$ cat config.mk
export PLATFORM = sky130hd
export DESIGN_NAME = serial_subtractor
export DESIGN_NICKNAME = d
export VERILOG_FILES = /design/src/rtl/serial_subtractor.sv
export SDC_FILE = /design/constraint.sdc
export NUM_CORES = 1
export LEC_CHECK = 0
export CAP_MARGIN = 20
export CORE_MARGIN = 2
export CORE_UTILIZATION = 40
export DETAILED_ROUTE_END_ITERATION = 8
export PLACE_DENSITY = 0.64
export SKIP_LAST_GASP = 1
export SLEW_MARGIN = 25
export SYNTH_ARGS = -nofsm -noshare
export SYNTH_HDL_FRONTEND = slang
export SYNTH_SLANG_ARGS = --single-unit
$ cat constraint.sdc
create_clock -name i_clk -period 1.4 [get_ports i_clk]
set_clock_uncertainty 0.1 [all_clocks]
set_input_delay 0.42 -clock i_clk [delete_from_list [all_inputs] [get_ports i_clk]]
set_output_delay 0.42 -clock i_clk [all_outputs]
set_load 0.01 [all_outputs]
$ cat src/rtl/serial_subtractor.sv
// ---------------------------------------------------------------------------
// serial_subtractor
//
// Bit-serial N-bit subtractor. Computes (A - B - Bin) mod 2^N one bit per
// clock, LSB first, using a single full-subtractor cell and a borrow
// flip-flop. A start/busy/done handshake lets a controller drive it.
//
// Parameters:
//   N        operand/result width in bits (N >= 2)
//
// Ports:
//   i_clk    rising-edge clock
//   i_rst_n  asynchronous active-low reset
//   i_start  request a new operation (sampled only in IDLE)
//   i_a      minuend, captured on the accepted start edge
//   i_b      subtrahend, captured on the accepted start edge
//   i_bin    borrow-in, captured on the accepted start edge
//   o_busy   high whenever the unit is not IDLE
//   o_done   one-cycle pulse, result valid
//   o_diff   (A - B - Bin) mod 2^N, valid from done until the next start
//   o_bout   borrow-out, 1 iff A < B + Bin (unsigned)
//   o_ovf    signed overflow flag, present only when OVF_FLAG_EN is defined
//
// Optional feature macro: OVF_FLAG_EN
// ---------------------------------------------------------------------------
module serial_subtractor #(
  parameter int N = 8
) (
  input  logic         i_clk,
  input  logic         i_rst_n,
  input  logic         i_start,
  input  logic [N-1:0] i_a,
  input  logic [N-1:0] i_b,
  input  logic         i_bin,
  output logic         o_busy,
  output logic         o_done,
  output logic [N-1:0] o_diff,
  output logic         o_bout
`ifdef OVF_FLAG_EN
  ,
  output logic         o_ovf
`endif
);

  localparam int CW = $clog2(N) + 1;

  typedef enum logic [1:0] {
    S_IDLE = 2'd0,
    S_RUN  = 2'd1,
    S_DONE = 2'd2
  } state_t;

  state_t        r_state;
  state_t        w_stateNext;
  logic [CW-1:0] r_count;
  logic [N-1:0]  r_a;
  logic [N-1:0]  r_b;
  logic [N-1:0]  r_diff;
  logic          r_brw;
  logic          r_bout;
  logic          w_ai;
  logic          w_bi;
  logic          w_d;
  logic          w_brwNext;
  logic          w_lastBit;
  logic          w_accept;

  // The operand registers shift right every RUN cycle, so the bit being
  // processed is always at position 0. The full-subtractor cell works on
  // that bit pair plus the stored borrow.
  assign w_ai      = r_a[0];
  assign w_bi      = r_b[0];
  assign w_d       = w_ai ^ w_bi ^ r_brw;
  assign w_brwNext = (~w_ai & w_bi) | (~(w_ai ^ w_bi) & r_brw);
  assign w_lastBit = (r_count == CW'(N - 1));
  assign w_accept  = (r_state == S_IDLE) && i_start;

  assign o_diff = r_diff;
  assign o_bout = r_bout;

  // State register. Reset drops straight back to IDLE, which also aborts any
  // operation in flight.
  always_ff @(posedge i_clk or negedge i_rst_n) begin
    if (!i_rst_n) begin
      r_state <= S_IDLE;
    end else begin
      r_state <= w_stateNext;
    end
  end

  // Next-state and handshake outputs. start is only looked at in IDLE, so a
  // start raised while RUN or DONE is simply dropped, not queued.
  always_comb begin
    w_stateNext = r_state;
    o_busy      = 1'b0;
    o_done      = 1'b0;
    case (r_state)
      S_IDLE: begin
        if (i_start) begin
          w_stateNext = S_RUN;
        end
      end
      S_RUN: begin
        o_busy = 1'b1;
        if (w_lastBit) begin
          w_stateNext = S_DONE;
        end
      end
      S_DONE: begin
        o_busy      = 1'b1;
        o_done      = 1'b1;
        w_stateNext = S_IDLE;
      end
      default: begin
        w_stateNext = S_IDLE;
      end
    endcase
  end

  // Datapath. On an accepted start the operands are latched and Bin seeds the
  // borrow flip-flop. Each RUN cycle produces one difference bit, which enters
  // the result register from the MSB side so that after N shifts bit 0 has
  // arrived at o_diff[0]. The result register is left alone outside RUN, so
  // the finished value holds until the next operation starts shifting.
  always_ff @(posedge i_clk or negedge i_rst_n) begin
    if (!i_rst_n) begin
      r_a     <= '0;
      r_b     <= '0;
      r_brw   <= 1'b0;
      r_diff  <= '0;
      r_bout  <= 1'b0;
      r_count <= '0;
    end else if (w_accept) begin
      r_a     <= i_a;
      r_b     <= i_b;
      r_brw   <= i_bin;
      r_count <= '0;
    end else if (r_state == S_RUN) begin
      r_a     <= r_a >> 1;
      r_b     <= r_b >> 1;
      r_brw   <= w_brwNext;
      r_diff  <= {w_d, r_diff[N-1:1]};
      r_count <= r_count + CW'(1);
      if (w_lastBit) begin
        r_bout <= w_brwNext;
      end
    end
  end

`ifdef OVF_FLAG_EN
  logic r_ovf;

  assign o_ovf = r_ovf;

  // Signed overflow is decided on the final bit: the operand sign bits are
  // the ones sitting at position 0 of the shift registers right now, and the
  // result sign bit is the difference bit being produced this cycle.
  // Overflow happens when the operand signs differ and the result sign does
  // not match the minuend sign.
  always_ff @(posedge i_clk or negedge i_rst_n) begin
    if (!i_rst_n) begin
      r_ovf <= 1'b0;
    end else if ((r_state == S_RUN) && w_lastBit) begin
      r_ovf <= (w_ai ^ w_bi) & (w_d ^ w_ai);
    end
  end
`endif

endmodule
Word level (Yosys, flattened, before mapping)
Index checks and enable logic that the tools add are counted.
{"block": "totals", "regBits": 32, "latchBits": 0, "ram_bits": 0, "mem_bits_ro": 0, "in_bits": 20, "out_inout_bits": 11, "word_cells": 41, "memories": 0}
{"block": "op_classes", "addsub": 1, "multipliers": 0, "n_div": 0, "magnitude_cmp": 0, "n_eq_ne": 5, "shifts": 0, "muxes": 13, "n_bitwise": 8, "reduce_logical": 7}
{"cell": "2-to-1 mux 8 bit", "count": 4}
{"cell": "2-to-1 mux 4 bit", "count": 2}
{"cell": "adder 4 x 1 -> 4 bit, second input constant", "count": 1}
{"cell": "equality test 4 x 3 -> 1 bit, second input constant", "count": 1}
{"cell": "2-to-1 mux 1 bit", "count": 4}
{"cell": "2-to-1 mux 2 bit", "count": 2}
{"cell": "inequality test 2 bit, second input constant", "count": 2}
{"cell": "one-hot mux 2 bit (2 select lines)", "count": 1}
{"cell": "AND reduction 2 bit", "count": 2}
{"cell": "inverter 1 bit", "count": 3}
{"cell": "AND reduction 3 bit", "count": 1}
{"cell": "AND 1 bit", "count": 2}
{"cell": "equality test 2 x 1 -> 1 bit, second input constant", "count": 1}
{"cell": "equality test 2 bit, second input constant", "count": 1}
{"cell": "logical NOT 2 bit", "count": 1}
{"cell": "nonzero test 2 bit", "count": 1}
{"cell": "OR reduction 2 bit", "count": 1}
{"cell": "XOR 1 bit", "count": 2}
{"cell": "logical AND 1 bit", "count": 1}
{"cell": "OR 1 bit", "count": 1}

Logic depth before layout (Yosys ltp)
{"block": "depth", "depth_word": 6, "mapped_depth": 7, "depth_no_buf": 5}

Least setup slack after synthesis
Ideal clock, no wire load.
{"block": "synth_timing", "kind": "register to register", "from": "reg r_state[0]", "to": "reg r_bout, in the netlist o_bout", "setup_ns": 0.128, "t_arrival_ns": 1.259, "required_time_ns": 1.172, "slack_ns": -0.087, "stages_incl_launch_ff": 6, "path_buffers": 0, "synth_period_minus_slack_ns": 1.487, "path_cell_list": "dfrtp_1 > inv_1 > ha_1 > and2_1 > nor3b_2 > mux2_1"}
{"block": "synth_between", "elab_chain_len": 4, "word_cells_on_any_way": 5, "cone_classes": "eq/ne: 1; bitwise: 1; reduce/logical: 3"}
{"item": "from (decl)", "line": "53", "source": "state_t r_state;"}
{"item": "from (signal assigned)", "line": "87", "source": "r_state <= w_stateNext;"}
{"item": "logical NOT 2 bit", "line": "76", "source": "assign w_accept = (r_state == S_IDLE) && i_start;"}
{"item": "logical AND 1 bit", "line": "76"}
{"item": "inverter 1 bit (no source line)"}
{"item": "AND reduction 3 bit (no source line) *"}
{"item": "to (signal assigned)", "line": "145", "source": "r_bout <= w_brwNext;"}
{"item": "to (decl)", "line": "60", "source": "logic r_bout;"}
Every way passes the cells marked *; elsewhere a longest branch is shown, timed or not.
A chain may end at the register's enable or synchronous reset.

Worst setup path in the final report
{"block": "layout_timing", "from": "reg r_state[1]", "to": "out o_done"}
{"block": "layout_between", "elab_chain_len": 2}
{"item": "equality test 2 bit", "line": "97", "source": "case (r_state)"}
{"item": "2-to-1 mux 1 bit", "line": "97"}
{"item": "to (decl)", "line": "36", "source": "output logic o_done,"}
Every way passes these cells.

==> metrics.txt <==
clock tree root buffer cell=clkbuf_8; TritonCTS clock tree=built; Post-Syn Area per Cell=11.7 µm²; Yosys warnings=0; critical-path cell list=buf_4, ha_2, buf_6; hold-fix buffers at CTS=0; EDFF count, synth=0; Worst setup SP type=register; combinational family with the most area after synthesis=multiplexers; Compound-Gate Fraction of Synth Area=6.79%; Main synth FF type=dfrtp_1; Max Slew Vio Count=0; First DRT Iteration DRCs=40; antenna-violating nets left=0; RSZ-0062 raised after global routing=true; post-synthesis mux area share=18.1%; Initial Utilization=41.6%; fin crit period=1.61 ns; Post-Route Setup TNS=-2.28 ns; Async SR Flop Fraction=100%; IO Count=31; leading area contributor after synthesis=dfrtp_1; most common cell in the synthesized netlist=dfrtp_1; nature of the critical path endpoint=primary output; first-pass GRT wire length=5.50 mm; DP HPWL=2.02 mm; Die Span Y=65.4 µm; failing checks=negative setup slack; clock-pin slew on the worst setup and hold paths=0.06 ns; row cnt=22; # nets final=210; routed wire length=3.19 mm; routed vias=1103; PortBufs=30; min-delay worst type=in2async; Required @ worst endpoint=0.88 ns; final hold vios=0; Seq/Total Area, Yosys=53.0%; total CTS buffers=5; max incr delay on CP=0.40 ns; DR vias/cell=4.75; routability cong.=0.687; Max Fanout on Critical Path=2; period utilization=115%; total clock sinks=32; overall global routing resource usage=17.5%; core area=3630 µm²; status=finished, violations left; fmax=621 MHz; Power Density=2300 nW/µm²; synth unique cells=24; die width=65.4 µm; Pleak=1.05 nW; setup violators final=31; H-tree depth=2; slowest CP cell=dfrtp_1; Synth Net Count=155; clk_lat worst skew=0.28 ns; Arr. time, crit path=1.09 ns; Post-Syn Area=1510 µm²; Syn-to-layout area delta=48.0%; Worst slew margin=84.2%; Post-synth top cells=dfrtp_1 (32), nand2_1 (18), mux2i_1 (16); Synth Area in Adders=5.47%; vias in the first global route=1208; drt wl/cell=13.8 µm; Yosys top cell area share=53.0%; Post-Synth Simple-Gate Area=8.86%; die area=4280 µm²; Post-Syn Instances=129; filler cell count=324; setup slack after layout=-0.211 ns; critical path class=reg2out; Hold Slack=0.396 ns; ranking of synthesized cells by area=dfrtp_1 (53%), mux2i_1 (11%), mux2_2 (6.0%); max-cap violations=0; ANT cells=0; Remaining DRCs=0; Worst-Margin Slew=0.236 ns; Remaining Overflow, GRT=0; DRT Pass-1 Iters=4; xor-xnor portion of the synthesized cell area=1.74%; ratio of cells with drive above 1 in the final layout=38.0%; largest net degree at the start of global routing=33; initial antenna violation count=0; clock buffer depth=2; VDD IR-drop max=1.01 mV; FF+latch count, synth=32
## metal layers
layer	routed length, µm	share of wire, %	GRT usage [%]
met5	0	0	0
met4	56	1.8	7.81
met3	122	3.8	4.62
met2	1670	52	30.0
met1	1350	42	20.4
## cells by family after synthesis
| kind of cell | Yosys count |
|---|---|
| flops | 32 |
| simple gates | 29 |
| mux | 26 |
| compound gates | 20 |
| buf+inv | 13 |
| fa+ha+maj | 6 |
| xor+xnor | 3 |
## layout make-up
| cell class | count | area [µm²] | share of cell area, % |
|---|---|---|---|
| Sequential cell | 32 | 801 | 35.8 |
| Multi-Input combinational cell | 84 | 748 | 33.5 |
| Timing Repair Buffer | 56 | 529 | 23.7 |
| Clock buffer | 6 | 72.6 | 3.25 |
| Tap cell | 48 | 60.1 | 2.69 |
| Inverter | 5 | 18.8 | 0.840 |
| Clock inverter | 1 | 5.00 | 0.224 |
## registers in the layout, summed over array words and instances (netlist names)
name,cells
r_state,2
r_count,4
r_a,8
o_diff,8
r_brw,1
r_b,8
o_bout,1
## report_power, final
group          switching [mW]  internal (mW)  total, mW
combinational            1.17           1.71       2.88
clock                   0.318          0.337      0.656
sequential              0.258           1.36       1.61
## repair_timing
item                                    4_1_cts  5_1_grt
cloned                                        2        0
buffers inserted                              5        2
gates resized for setup                      78       18
endpoints found under the setup margin       42       34
pin swaps                                     7        7
## stage by stage
stage / area [µm²] / utilization [%] / setup slack (ns) / power [mW] / std cells
finish: 2230 / 61.5 / -0.211 / 5.15 / 232
global route: 2230 / 61.5 / -0.236 / 5.55 / 232
CTS: 2210 / 61.0 / -0.207 / 5.10 / 232
detailed placement: 1960 / 53.9 / -0.347 / 3.75 / 218
global placement: 1960 / 53.9 / -0.330 / 3.64 / 218
floorplan: 1520 / - / 0.000783 / 2.93 / 129
## worst max-delay path: cells and delay by family, from the launching register on
family,cells,cell delay (ns)
fa+ha+maj,1,0.16
flops,1,0.40
buf+inv,2,0.25
## placed cells by master (no fill, tap or decap), types with 2 or more instances in the layout
cell / instances
dfrtp_1: 32
clkdlybuf4s50_1: 19
nand2_1: 17
buf_4: 17
o21ai_1: 16
mux2i_1: 13
mux2_4: 10
buf_2: 9
clkbuf_8: 5
buf_6: 5
nor2_1: 4
buf_12: 4
inv_1: 3
inv_2: 2
xor2_1: 2
mux2i_2: 2
ha_2: 2
ha_4: 2
buf_8: 2
## path summary, 6_finish.rpt
check	from	to	slack, ns	cells past startpoint
max in group asynchronous	i_rst_n	r_b[5]	0.63	2
hold / removal	i_rst_n	r_state[0]	0.40	2
setup reg to reg	r_state[1]	r_state[0]	-0.15	6
setup / recovery	r_state[1]	o_done	-0.21	3
min in group i_clk	o_diff[0]	o_diff[0]	0.41	1
hold reg to reg	o_diff[0]	o_diff[0]	0.41	1
(Power assumes the default switching activity.)
